File: config.mk
export PLATFORM = sky130hd
export DESIGN_NAME = countdown_timer_n
export DESIGN_NICKNAME = d
export VERILOG_FILES = /design/src/rtl/countdown_timer_n.sv
export SDC_FILE = /design/constraint.sdc
export NUM_CORES = 1
export LEC_CHECK = 0
export ABC_AREA = 0
export CAP_MARGIN = 20
export CORE_MARGIN = 1.5
export CORE_UTILIZATION = 46
export CTS_BUF_LIST = sky130_fd_sc_hd__clkbuf_2 sky130_fd_sc_hd__clkbuf_4 sky130_fd_sc_hd__clkbuf_8
export DETAILED_ROUTE_END_ITERATION = 7
export GPL_ROUTABILITY_DRIVEN = 0
export GPL_TIMING_DRIVEN = 1
export PLACE_DENSITY = 0.75
export SYNTH_ARGS = -nofsm -noshare
export SYNTH_HDL_FRONTEND = slang
export SYNTH_SLANG_ARGS = --single-unit
File: constraint.sdc
create_clock -name clk -period 1.7 [get_ports clk]
set_input_delay 0.425 -clock clk [delete_from_list [all_inputs] [get_ports clk]]
set_output_delay 0.425 -clock clk [all_outputs]
set_load 0.005 [all_outputs]
File: src/rtl/countdown_timer_n.sv
// Programmable countdown timer with prescaler, load/start/pause control,
// one-shot or auto-reload operation and a registered terminal-count pulse.
module countdown_timer_n #(
  parameter int WIDTH = 4,
  parameter int PRE_W = 4
) (
  input  logic             clk,
  input  logic             rst,
  input  logic             load,
  input  logic [WIDTH-1:0] D,
  input  logic             start,
  input  logic             pause,
  input  logic             auto_reload,
  input  logic [PRE_W-1:0] div,
  output logic [WIDTH-1:0] Q,
  output logic             tc,
  output logic             busy,
  output logic             expired
);

  localparam logic [1:0] ST_IDLE    = 2'd0;
  localparam logic [1:0] ST_RUN     = 2'd1;
  localparam logic [1:0] ST_PAUSED  = 2'd2;
  localparam logic [1:0] ST_EXPIRED = 2'd3;

  logic [1:0]       state_q, state_d;
  logic [WIDTH-1:0] cnt_q, cnt_d;
  logic [WIDTH-1:0] rld_q, rld_d;
  logic [PRE_W-1:0] pre_q, pre_d;
  logic             tc_q, tc_d;
  logic             tick_s;

  // A reduced div still ticks at once because the compare is >=, never ==.
  assign tick_s = (pre_q >= div);

  // Next-state logic: load beats pause, pause beats start.
  always_comb begin
    state_d = state_q;
    cnt_d   = cnt_q;
    rld_d   = rld_q;
    pre_d   = pre_q;
    tc_d    = 1'b0;
    if (load) begin
      rld_d   = D;
      cnt_d   = D;
      pre_d   = {PRE_W{1'b0}};
      state_d = ST_IDLE;
    end else if (pause && (state_q == ST_RUN)) begin
      state_d = ST_PAUSED;
    end else if (pause) begin
      state_d = state_q;
    end else begin
      case (state_q)
        ST_RUN: begin
          if (tick_s) begin
            pre_d = {PRE_W{1'b0}};
            if (cnt_q != {WIDTH{1'b0}}) begin
              cnt_d = cnt_q - WIDTH'(1'b1);
            end else if (auto_reload) begin
              cnt_d = rld_q;
              tc_d  = 1'b1;
            end else begin
              tc_d    = 1'b1;
              state_d = ST_EXPIRED;
            end
          end else begin
            pre_d = pre_q + PRE_W'(1'b1);
          end
        end
        ST_IDLE, ST_PAUSED: begin
          if (start) begin
            state_d = ST_RUN;
          end else begin
            state_d = state_q;
          end
        end
        ST_EXPIRED: begin
          if (start) begin
            cnt_d   = rld_q;
            pre_d   = {PRE_W{1'b0}};
            state_d = ST_RUN;
          end else begin
            state_d = state_q;
          end
        end
        default: state_d = ST_IDLE;
      endcase
    end
  end

  // State registers with synchronous reset.
  always_ff @(posedge clk) begin
    if (rst) begin
      state_q <= ST_IDLE;
      cnt_q   <= {WIDTH{1'b0}};
      rld_q   <= {WIDTH{1'b0}};
      pre_q   <= {PRE_W{1'b0}};
      tc_q    <= 1'b0;
    end else begin
      state_q <= state_d;
      cnt_q   <= cnt_d;
      rld_q   <= rld_d;
      pre_q   <= pre_d;
      tc_q    <= tc_d;
    end
  end

  assign Q       = cnt_q;
  assign tc      = tc_q;
  assign busy    = (state_q == ST_RUN);
  assign expired = (state_q == ST_EXPIRED);

endmodule

# After elaboration in Yosys (flattened, before gate mapping)
# Cells that the tools add are included.
# op_classes
n_addsub,2
order_cmp,1
n_eq_ne,18
n_mux,19
n_bitwise,4
n_reduce_logical,13
# ops
cell,count
4-bit two-way mux,9
4-bit case mux with 2 select lines,2
2-bit two-way mux,6
"2-bit inequality test, second input constant",5
5-bit AND reduction,2
"2-bit by 1-bit inequality test with 1-bit output, second input constant",3
"3-bit by 1-bit inequality test with 1-bit output, second input constant",2
"3-bit by 2-bit inequality test with 1-bit output, second input constant",2
"3-bit inequality test, second input constant",2
6-bit AND reduction,1
3-bit OR reduction,2
6-bit OR reduction,1
"4-bit by 1-bit adder with 4-bit output, second input constant",1
"2-bit equality test, second input constant",2
4-bit greater-or-equal comparator,1
"4-bit by 3-bit inequality test with 1-bit output, second input constant",1
1-bit inverter,4
2-bit case mux with 2 select lines,1
4-bit AND reduction,1
4-bit nonzero test,1
"4-bit by 1-bit subtractor with 4-bit output, second input constant",1
3-bit nonzero test,1
"2-bit by 1-bit equality test with 1-bit output, second input constant",1
2-bit zero test,1
other kinds (4),4
# totals
ff_bits,15
inputBits,14

# Logic depth before layout (Yosys ltp)
# logic_depth
depth_word,7
mapped_depth,7
mapped_depth_nobuf,6

# Worst setup path after synthesis
# Ideal clock, no wire load.
# synth_path
path_kind,input to register
startpoint,input div[0]
endpoint,register pre_q[2]
setup_ns,0.070
arrival_time_ns,1.793
required_time_ns,1.630
path_slack_ns,-0.163
path_stages,5
path_cell_list,ha_1 -> nor3b_1 -> o21ai_0 -> or4_1 -> a21oi_1
# synth_via
elab_chain_len,3
# synth_lines
element,line,source
"start, declared",14,"input logic [PRE_W-1:0] div,"
4-bit greater-or-equal comparator,34,assign tick_s = (pre_q >= div);
4-bit two-way mux,55,if (tick_s) begin
4-bit case mux with 2 select lines,53,case (state_q)
"end signal, assigned",97,pre_q <= {PRE_W{1'b0}};
"end signal, assigned",103,pre_q <= pre_d;
"end, declared",29,"logic [PRE_W-1:0] pre_q, pre_d;"
# No other way between the ends.
# A chain may end at the register's enable or synchronous reset.

# Final worst setup path
# layout_path
startpoint,register pre_q[1]
endpoint,register cnt_q[0] (netlist: Q[0])
# layout_via
elab_chain_len,3
# layout_lines
element,line,source
4-bit greater-or-equal comparator,34,
3-bit by 2-bit inequality test with 1-bit output (no line),-,
6-bit AND reduction (no line),-,
"end signal, assigned",95,cnt_q <= {WIDTH{1'b0}};
"end signal, assigned",101,cnt_q <= cnt_d;
"end, declared",27,"logic [WIDTH-1:0] cnt_q, cnt_d;"
# No other way between the ends.

==> impl_metrics.yaml <==
outcome:
  outcome: "finished with violations"
  violations: "negative setup slack"
cts:
  h-tree-depth: 1
  worstSkewPairLatency_ns: 0.30
  cts_buffer_depth: 2
  path_clk_slew_ns: 0.11
  cts_tree: "built"
  clock_sinks: 15
  cts_buffers: 3
  clk_root_buffer_cell: "clkbuf_4"
pwr:
  vdd_drop_max_v: 0.000580
  clockPowerShare: 0.249
  pwr-share-seq: 0.428
  switching_share: 0.320
  cellPowerDensity_nw_per_um2: 570
  p_leak_nw: 0.646
  switching_power_w: 0.000286
  power_frac_comb: 0.323
  p_int_w: 0.000608
yosys:
  ys_seq_area_frac: 0.328
  synthesis.area_sq_um: 915
  syn_inst: 113
  syn_nets: 134
  avgSynthCellArea_sq_um: 8.09
  synth_top_area_frac: 0.328
  synth_seq_cells: 15
  yosys_warnings: 0
  synthArstFlopShare: 0
  ys_types: 36
  ys_top_cells_by_area: "dfxtp_1 33%, ha_1 9.6%, a21oi_1 7.1%, nand2_1 5.3%, inv_1 4.9%"
  ys.flop_type: "dfxtp_1"
  synth_edf_count: 0
  synth_top_cell_by_area: "dfxtp_1"
  yosysMostFrequentCell: "dfxtp_1"
  synth_common_cells: "15 x dfxtp_1, 13 x a21oi_1, 13 x nand2_1"
drt:
  via_per_inst: 6.01
  drtIter0Drc: 70
  ant_nets: 0
  avgRoutedWirePerCell_um: 18.0
  drc: 0
  routed_wl_um: 3360
  drtPass1Iterations: 4
  vias: 1124
timing:
  fmax_ghz: 0.531
  rsz0062_at_grt: "true"
  setup_tns_ns: -0.443
  skew_ns: 0.0107
  maxSlewViolCount: 0
  relSlewSlack: 0.737
  timing_worst_slew_pin_value_ns: 0.393
  post-route-period-util: 1.11
  min_period_ns: 1.88
  final_hold_viol_count: 0
  setup_viol: 6
  setup_ws_ns: -0.183
floorplanning:
  ios: 21
  die_x_um: 47.6
  coreArea_sq_um: 1800
  die_h_um: 47.6
  initial_core_util: 0.508
  dieArea_sq_um: 2260
  num_rows: 15
placed_design:
  detailed_place.area_sq_um: 1280
  hpwlAfterDp_um: 1820
  port_buffers: 20
global_routing:
  grt_pass1_wl_um: 4130
  grt_max_degree: 14
  grt_overflow: 0
  grt_pass1_vias: 937
  antenna_found_initial: 0
  grt.total_usage: 0.265
setup_path:
  crit_path_end_kind: "register"
  path_max_fanout: 4
  r2r_start: "pre_q[1]$_SDFFE_PP0P_"
  cp.required_ns: 1.89
  path_class: "register to register"
  reg2reg_setup_slack_ns: -0.18
  start_kind: "register"
  arrival_ns: 2.07
  crit_start: "pre_q[1]$_SDFFE_PP0P_"
layout:
  diodes: 0
  design_area_sq_um: 1570
  syn2layout_area_growth_pct: 71.7
  nets: 184
  drive_gt1_frac: 0.463
hold_path:
  hold_class: "register to register"
  hp-start: "rld_q[3]$_SDFFE_PP0P_"
job:
  maxCapViolations: 0
## power groups by stage
| stage | Combinational, W | Clock [W] | Sequential [W] |
|---|---|---|---|
| after detailed placement | 0.000224 | 0 | 0.000388 |
| after CTS | 0.000250 | 0.000218 | 0.000377 |
| after global placement | 0.000218 | 0 | 0.000387 |
| after global routing | 0.000304 | 0.000248 | 0.000384 |
| after floorplan | 0.000112 | 0 | 0.000390 |
| final | 0.000289 | 0.000223 | 0.000382 |
## metal layers
layer | track usage | vias to the layer above | wire length [um]
li1 | - | 514 | -
met1 | 0.353 | 514 | 1360
met2 | 0.424 | 86 | 1570
met3 | 0.0566 | 10 | 362
met4 | 0.0919 | 0 | 72
met5 | 0 | - | 0
## cell type report
class | instances | area, sq um
Clock buffer | 3 | 22.5
Multi-Input combinational cell | 82 | 726
Sequential cell | 15 | 319
Timing Repair Buffer | 49 | 419
Fill cell | 86 | 231
Tap cell | 25 | 31.3
Clock inverter | 1 | 7.51
Inverter | 12 | 45.0
## flip-flops by register name (all words and copies together) (netlist names)
name	cells
Q	4
pre_q	4
rld_q	4
state_q	2
tc	1
## stage by stage
step                       util  std cells  power [W]  setup slack, ns  hold slack [ns]
after floorplan               -        113   0.000502          0.00833            0.443
after global routing      0.872        187   0.000936           -0.237            0.546
after detailed placement  0.708        172   0.000612           -0.605            0.468
final                     0.872        187   0.000894           -0.183            0.508
after global placement    0.708        172   0.000605           -0.512            0.450
after CTS                 0.828        187   0.000844          0.00230            0.484
## worst max-delay path: stages, from the launching register on
cell and delay (ns):
dfxtp_4 0.37, ha_4 0.23, o211ai_1 0.34, o211ai_1 0.19, buf_4 0.18, and3_4 0.19
a211oi_1 0.28
## kinds of logic (layout without fill, tap and decap cells)
logic type | Yosys count | in the layout | share of synthesized area
adder cells (fa/ha/maj) | 7 | 7 | 0.0958
XOR/XNOR | 2 | 2 | 0.0192
AO/OA/AOI/OAI | 37 | 37 | 0.272
buffers and inverters | 16 | 65 | 0.0670
flip-flops | 15 | 15 | 0.328
AND/OR/NAND/NOR | 36 | 36 | 0.218
## cells in the final DEF, fill, tap and decap left out, drive strengths merged, types with 2 or more instances in the layout
cell / instances
a211oi: 4
a21oi: 13
a221oi: 2
a31oi: 4
buf: 29
clkbuf: 3
clkdlybuf4s50: 11
dfxtp: 15
dlygate4sd2: 6
dlymetal6s2s: 2
ha: 7
inv: 12
nand2: 13
nand2b: 3
nor2: 4
nor3: 2
nor3b: 3
nor4b: 2
o211a: 2
o211ai: 2
o21ai: 3
## worst paths after layout
path	endpoint	depth (start not counted)
worst max-delay path	Q[0]$_SDFFE_PP0P_	6
worst min-delay path	rld_q[3]$_SDFFE_PP0P_	2
worst max register to register	Q[0]$_SDFFE_PP0P_	6
worst min register to register	rld_q[3]$_SDFFE_PP0P_	2
## timing repair
item / 4_1_cts / 5_1_grt
buffers inserted: 11 / 0
pin swaps: 15 / 4
hold endpoints to repair: 0 / 0
setup endpoints to repair: 11 / 12
resized for setup: 30 / 20
hold buffers: 0 / 0
Power figures use the tool's default switching activity.
==> edit 1: new RTL, config.mk and constraints unchanged <==
Put a register stage on the outputs `busy` and `expired`, with the module's reset. The values now appear one clock later. The other outputs are not delayed to match.
--- a/src/rtl/countdown_timer_n.sv
+++ b/src/rtl/countdown_timer_n.sv
@@ -107,8 +107,15 @@
 
   assign Q       = cnt_q;
   assign tc      = tc_q;
-  assign busy    = (state_q == ST_RUN);
-  assign expired = (state_q == ST_EXPIRED);
+  always_ff @(posedge clk) begin
+    if (rst) begin
+      busy    <= '0;
+      expired <= '0;
+    end else begin
+      busy    <= (state_q == ST_RUN);
+      expired <= (state_q == ST_EXPIRED);
+    end
+  end
 
 endmodule
 
Check against the original RTL: not equivalent (Yosys sat finds a counterexample within 4 cycles, from zero or initial values and one cycle with rst high).
==> edit 1 against the unedited design <==
The run still ends with negative setup slack left; clock power is 13% higher; via count is 2.8% lower; count of clock-buffer cells in the layout is 1 higher; area after synthesis is 6.0% higher; power is 7.6% higher; sequential cell count is 2 higher; cell area stayed put; worst setup slack worse by 71 ps; first-iteration DRC count is 50% lower; routed wire length is 9.5% lower; sequential share of layout area is 2.0 points higher; critical endpoint unchanged.
==> edit 1: results <==
metrics = {
    "status": {
        "status": "complete, but fails checks",
        "failed_checks": "negative setup slack",
    },
    "finish": {
        "multi_input_area_share_pct": 43.43,
        "drive_above_1_share_pct": 41.98,
        "clkbuf_count": 4,
        "fillerInstances": 122,
        "layout.cells.non_filler": 189,
        "buffers": 51,
        "non_clock_inverter_count": 9,
        "seq_cells": 17,
        "multi_input_gates": 81,
        "fin_util_pct": 79.23,
    },
    "critical_path": {
        "reg2reg_from": "Q[0]",
        "critPathArrivalTime_ps": 2150,
        "cp_max_fo": 3,
        "crit_slowest_cell": "or4_4",
        "cp_top_family": "simple AND/OR/NAND/NOR gates",
        "cpPeakStageDelay_ps": 440,
    },
    "pwr": {
        "p_total_mw": 0.9626,
        "swShare_pct": 29.08,
        "ir_drop_uv": 626.4,
        "p_leak_nw": 0.7061,
    },
    "timing": {
        "layout_setup_ws_ps": -253.8,
        "skew_ps": 1.440,
        "worst_pin_slew_ps": 314.4,
        "whs_ps": 464.7,
        "report.final.setup_viol": 6,
        "finalSetupTns_ps": -954.5,
    },
    "placed_design": {
        "dp.cells": 177,
        "pre_cts_ws_ps": -642.0,
        "dpl.hpwl_um": 1914,
        "place_area_um2": 1380,
    },
    "clock_tree": {
        "ctsResizeCount": 19,
        "cts_setup_buffers": 7,
    },
    "logic_synthesis": {
        "yosysSeqAreaShare_pct": 35.10,
        "yosys-top-cells-area": "dfxtp_1, ha_1, nand2_1",
        "syn_inst": 112,
    },
    "route": {
        "drt_iter0_drc": 35,
        "vias_per_cell": 5.778,
    },
    "global_routing": {
        "grt_pass1_vias": 1082,
        "track_usage_pct": 26.42,
        "grt_max_degree": 12,
    },
}
[edit 1: logic make-up after synthesis]
group | Yosys count | synth area share, %
DFF | 17 | 35.10
muxes | 2 | 2.580
adders and majority gates | 7 | 9.032
and+or+nand+nor | 40 | 22.71
xor gates and xnor gates | 2 | 1.807
AOI/OAI and AO/OA | 30 | 23.23
buffers and inverters | 14 | 5.547
[edit 1: layer usage]
layer	vias to the layer above	global-route usage, %	part of all wire (%)
met5	-	0	0
met4	0	10.48	2.2
met3	6	3.988	5.6
met2	46	43.38	49
met1	520	34.74	43
li1	520	-	-
[edit 1: how the worst max path moves through the flow]
| stage | from | to | slack (ps) | cells past startpoint |
|---|---|---|---|---|
| 2_1_floorplan | Q[0] | Q[0] | -190 | 6 |
| 3_3_place_gp | div[3] | Q[0] | -600 | 7 |
| 3_5_place_dp | div[3] | Q[0] | -640 | 7 |
| 4_1_cts | Q[0] | Q[0] | -220 | 6 |
| 5_1_grt | Q[0] | Q[0] | -290 | 6 |
| 6_report | Q[0] | Q[0] | -250 | 6 |
==> edit 2: new RTL, same settings <==
Made on the original files. The parameter `WIDTH` goes from 4 to 5.
--- a/src/rtl/countdown_timer_n.sv
+++ b/src/rtl/countdown_timer_n.sv
@@ -1,7 +1,7 @@
 // Programmable countdown timer with prescaler, load/start/pause control,
 // one-shot or auto-reload operation and a registered terminal-count pulse.
 module countdown_timer_n #(
-  parameter int WIDTH = 4,
+  parameter int WIDTH = 5,
   parameter int PRE_W = 4
 ) (
   input  logic             clk,
Interface: changed (resized D and Q); port bits go from 21 to 23. The function was not compared with the original's and may differ.
==> edit 2 against the unedited design <==
The flow still finishes with violations (negative setup slack); hold slack got worse by 0.78 ps; cell area grew 9.2%; count of clock-buffer cells in the layout is the same; sequential share of layout area rose by 0.41 points; combinational power fell by 3%; area after synthesis grew 9.2%; power increased by 4.4%; worst setup slack lost 110 ps; via count increased by 7.7%; sequential cell count grew 2; core utilization fell by 1.5 points; routed wire length up 11%; critical endpoint is now Q[3]; largest cell class unchanged; largest power group unchanged.
==> edit 2: results <==
metrics = {
    "route": {
        "wire_per_inst_um": 17.86,
        "drt_iter0_drc": 31,
        "vias": 1210,
        "vias_per_cell": 5.789,
    },
    "critical_path": {
        "critPathArrivalTime_ps": 2200,
        "cpPeakStageDelay_ps": 330,
        "cp_max_fo": 5,
        "cp_top_family": "compound AO/OA/AOI/OAI gates",
        "crit_slowest_cell": "o211ai_1",
        "r2r-end": "Q[3]",
        "reg2reg_from": "pre_q[3]",
        "r2r_setup_slack_ps": -270,
        "r2r_cells": 6,
    },
    "finish": {
        "area_growth_pct": 71.68,
        "fillerInstances": 107,
        "num_antenna_cells": 0,
        "final_nets": 204,
        "drive_above_1_share_pct": 47.80,
    },
    "logic_synthesis": {
        "yosysSeqAreaShare_pct": 34.09,
        "synth_nets": 143,
        "synth_common_cells": "dfxtp_1, nand2_1, nor2_1",
        "ys_dominant_reg_cell": "dfxtp_1",
        "yosysUniqueCellTypes": 32,
        "avgSynthCellArea_um2": 8.184,
        "yosys-top-cells-area": "dfxtp_1, ha_1, nand2_1",
    },
    "pwr": {
        "ir_drop_uv": 452.1,
        "p_leak_nw": 0.8004,
    },
    "die": {
        "dieArea_um2": 2459,
    },
    "timing": {
        "maxSlewHeadroom_pct": 75.47,
        "whs_ps": 507.6,
        "layout_setup_ws_ps": -297.1,
        "skew_ps": 2.094,
        "finalSetupTns_ps": -1467,
        "report.final.setup_viol": 10,
    },
    "placed_design": {
        "dpl.hpwl_um": 2196,
        "place_area_um2": 1480,
        "io_buffers": 22,
        "pre_cts_ws_ps": -672.0,
    },
    "worst_hold_path": {
        "holdPathEnd": "rld_q[0]",
        "hp-start": "rld_q[0]",
        "hold_depth": 2,
        "worstHoldPathType": "reg2reg",
    },
    "status": {
        "status": "complete, but fails checks",
        "failed_checks": "negative setup slack",
    },
    "global_routing": {
        "track_usage_pct": 28.59,
        "grt_max_degree": 11,
        "grt_antenna_before_repair": 0,
        "grt_pass1_wl_um": 5333,
    },
}
[edit 2: tightest hold or removal path, stage by stage (launching register included)]
cell and delay, ps:
dfxtp_1 350, nand2_1 70, a21oi_1 50
[edit 2: worst max-delay path by stage]
| stage | from | end | slack [ps] | cells past startpoint |
|---|---|---|---|---|
| after floorplan | Q[1] | Q[1] | -240 | 8 |
| after global placement | div[3] | Q[1] | -620 | 8 |
| after detailed placement | div[3] | Q[1] | -670 | 8 |
| after CTS | Q[0] | Q[3] | -190 | 7 |
| after global routing | pre_q[2] | Q[3] | -320 | 6 |
| final | div[3] | Q[3] | -300 | 8 |
[edit 2: kinds of logic after synthesis]
logic type                 Yosys count  synth area share [%]
and+or+nand+nor                     47                 22.18
AOI/OAI and AO/OA                   31                 23.94
DFF                                 17                 34.09
buffers and inverters               16                 7.519
adders and majority gates            6                 7.519
muxes                                3                 3.008
xor gates and xnor gates             2                 1.755
[edit 2: report_power, final]
| part | internal (mW) | switching (mW) | total (mW) |
|---|---|---|---|
| registers | 0.415 | 0.0111 | 0.426 |
| logic | 0.150 | 0.129 | 0.279 |
| clock network | 0.0876 | 0.141 | 0.228 |
| total | 0.653 | 0.281 | 0.934 |
[edit 2: layout make-up]
cell class / instances / area share (%)
well taps: 27 / 1.971
clock buffers: 3 / 1.314
clock inverters: 1 / 0.2920
repair buffers: 61 / 30.22
inverters: 11 / 2.409
multi-input cells: 89 / 43.07
flip-flops and latches: 17 / 20.73
[edit 2: routing by layer]
layer	global-route usage (%)	share of wire, %
met4	16.20	5.5
met3	3.333	4.3
met2	54.22	52
met5	0	0
met1	29.87	38
[edit 2: what timing repair did]
action / in CTS / in global routing
buffers inserted: 8 / 2
cloned: 0 / 0
gates resized for setup: 24 / 29
setup endpoints to repair: 15 / 15
pin swaps: 18 / 14
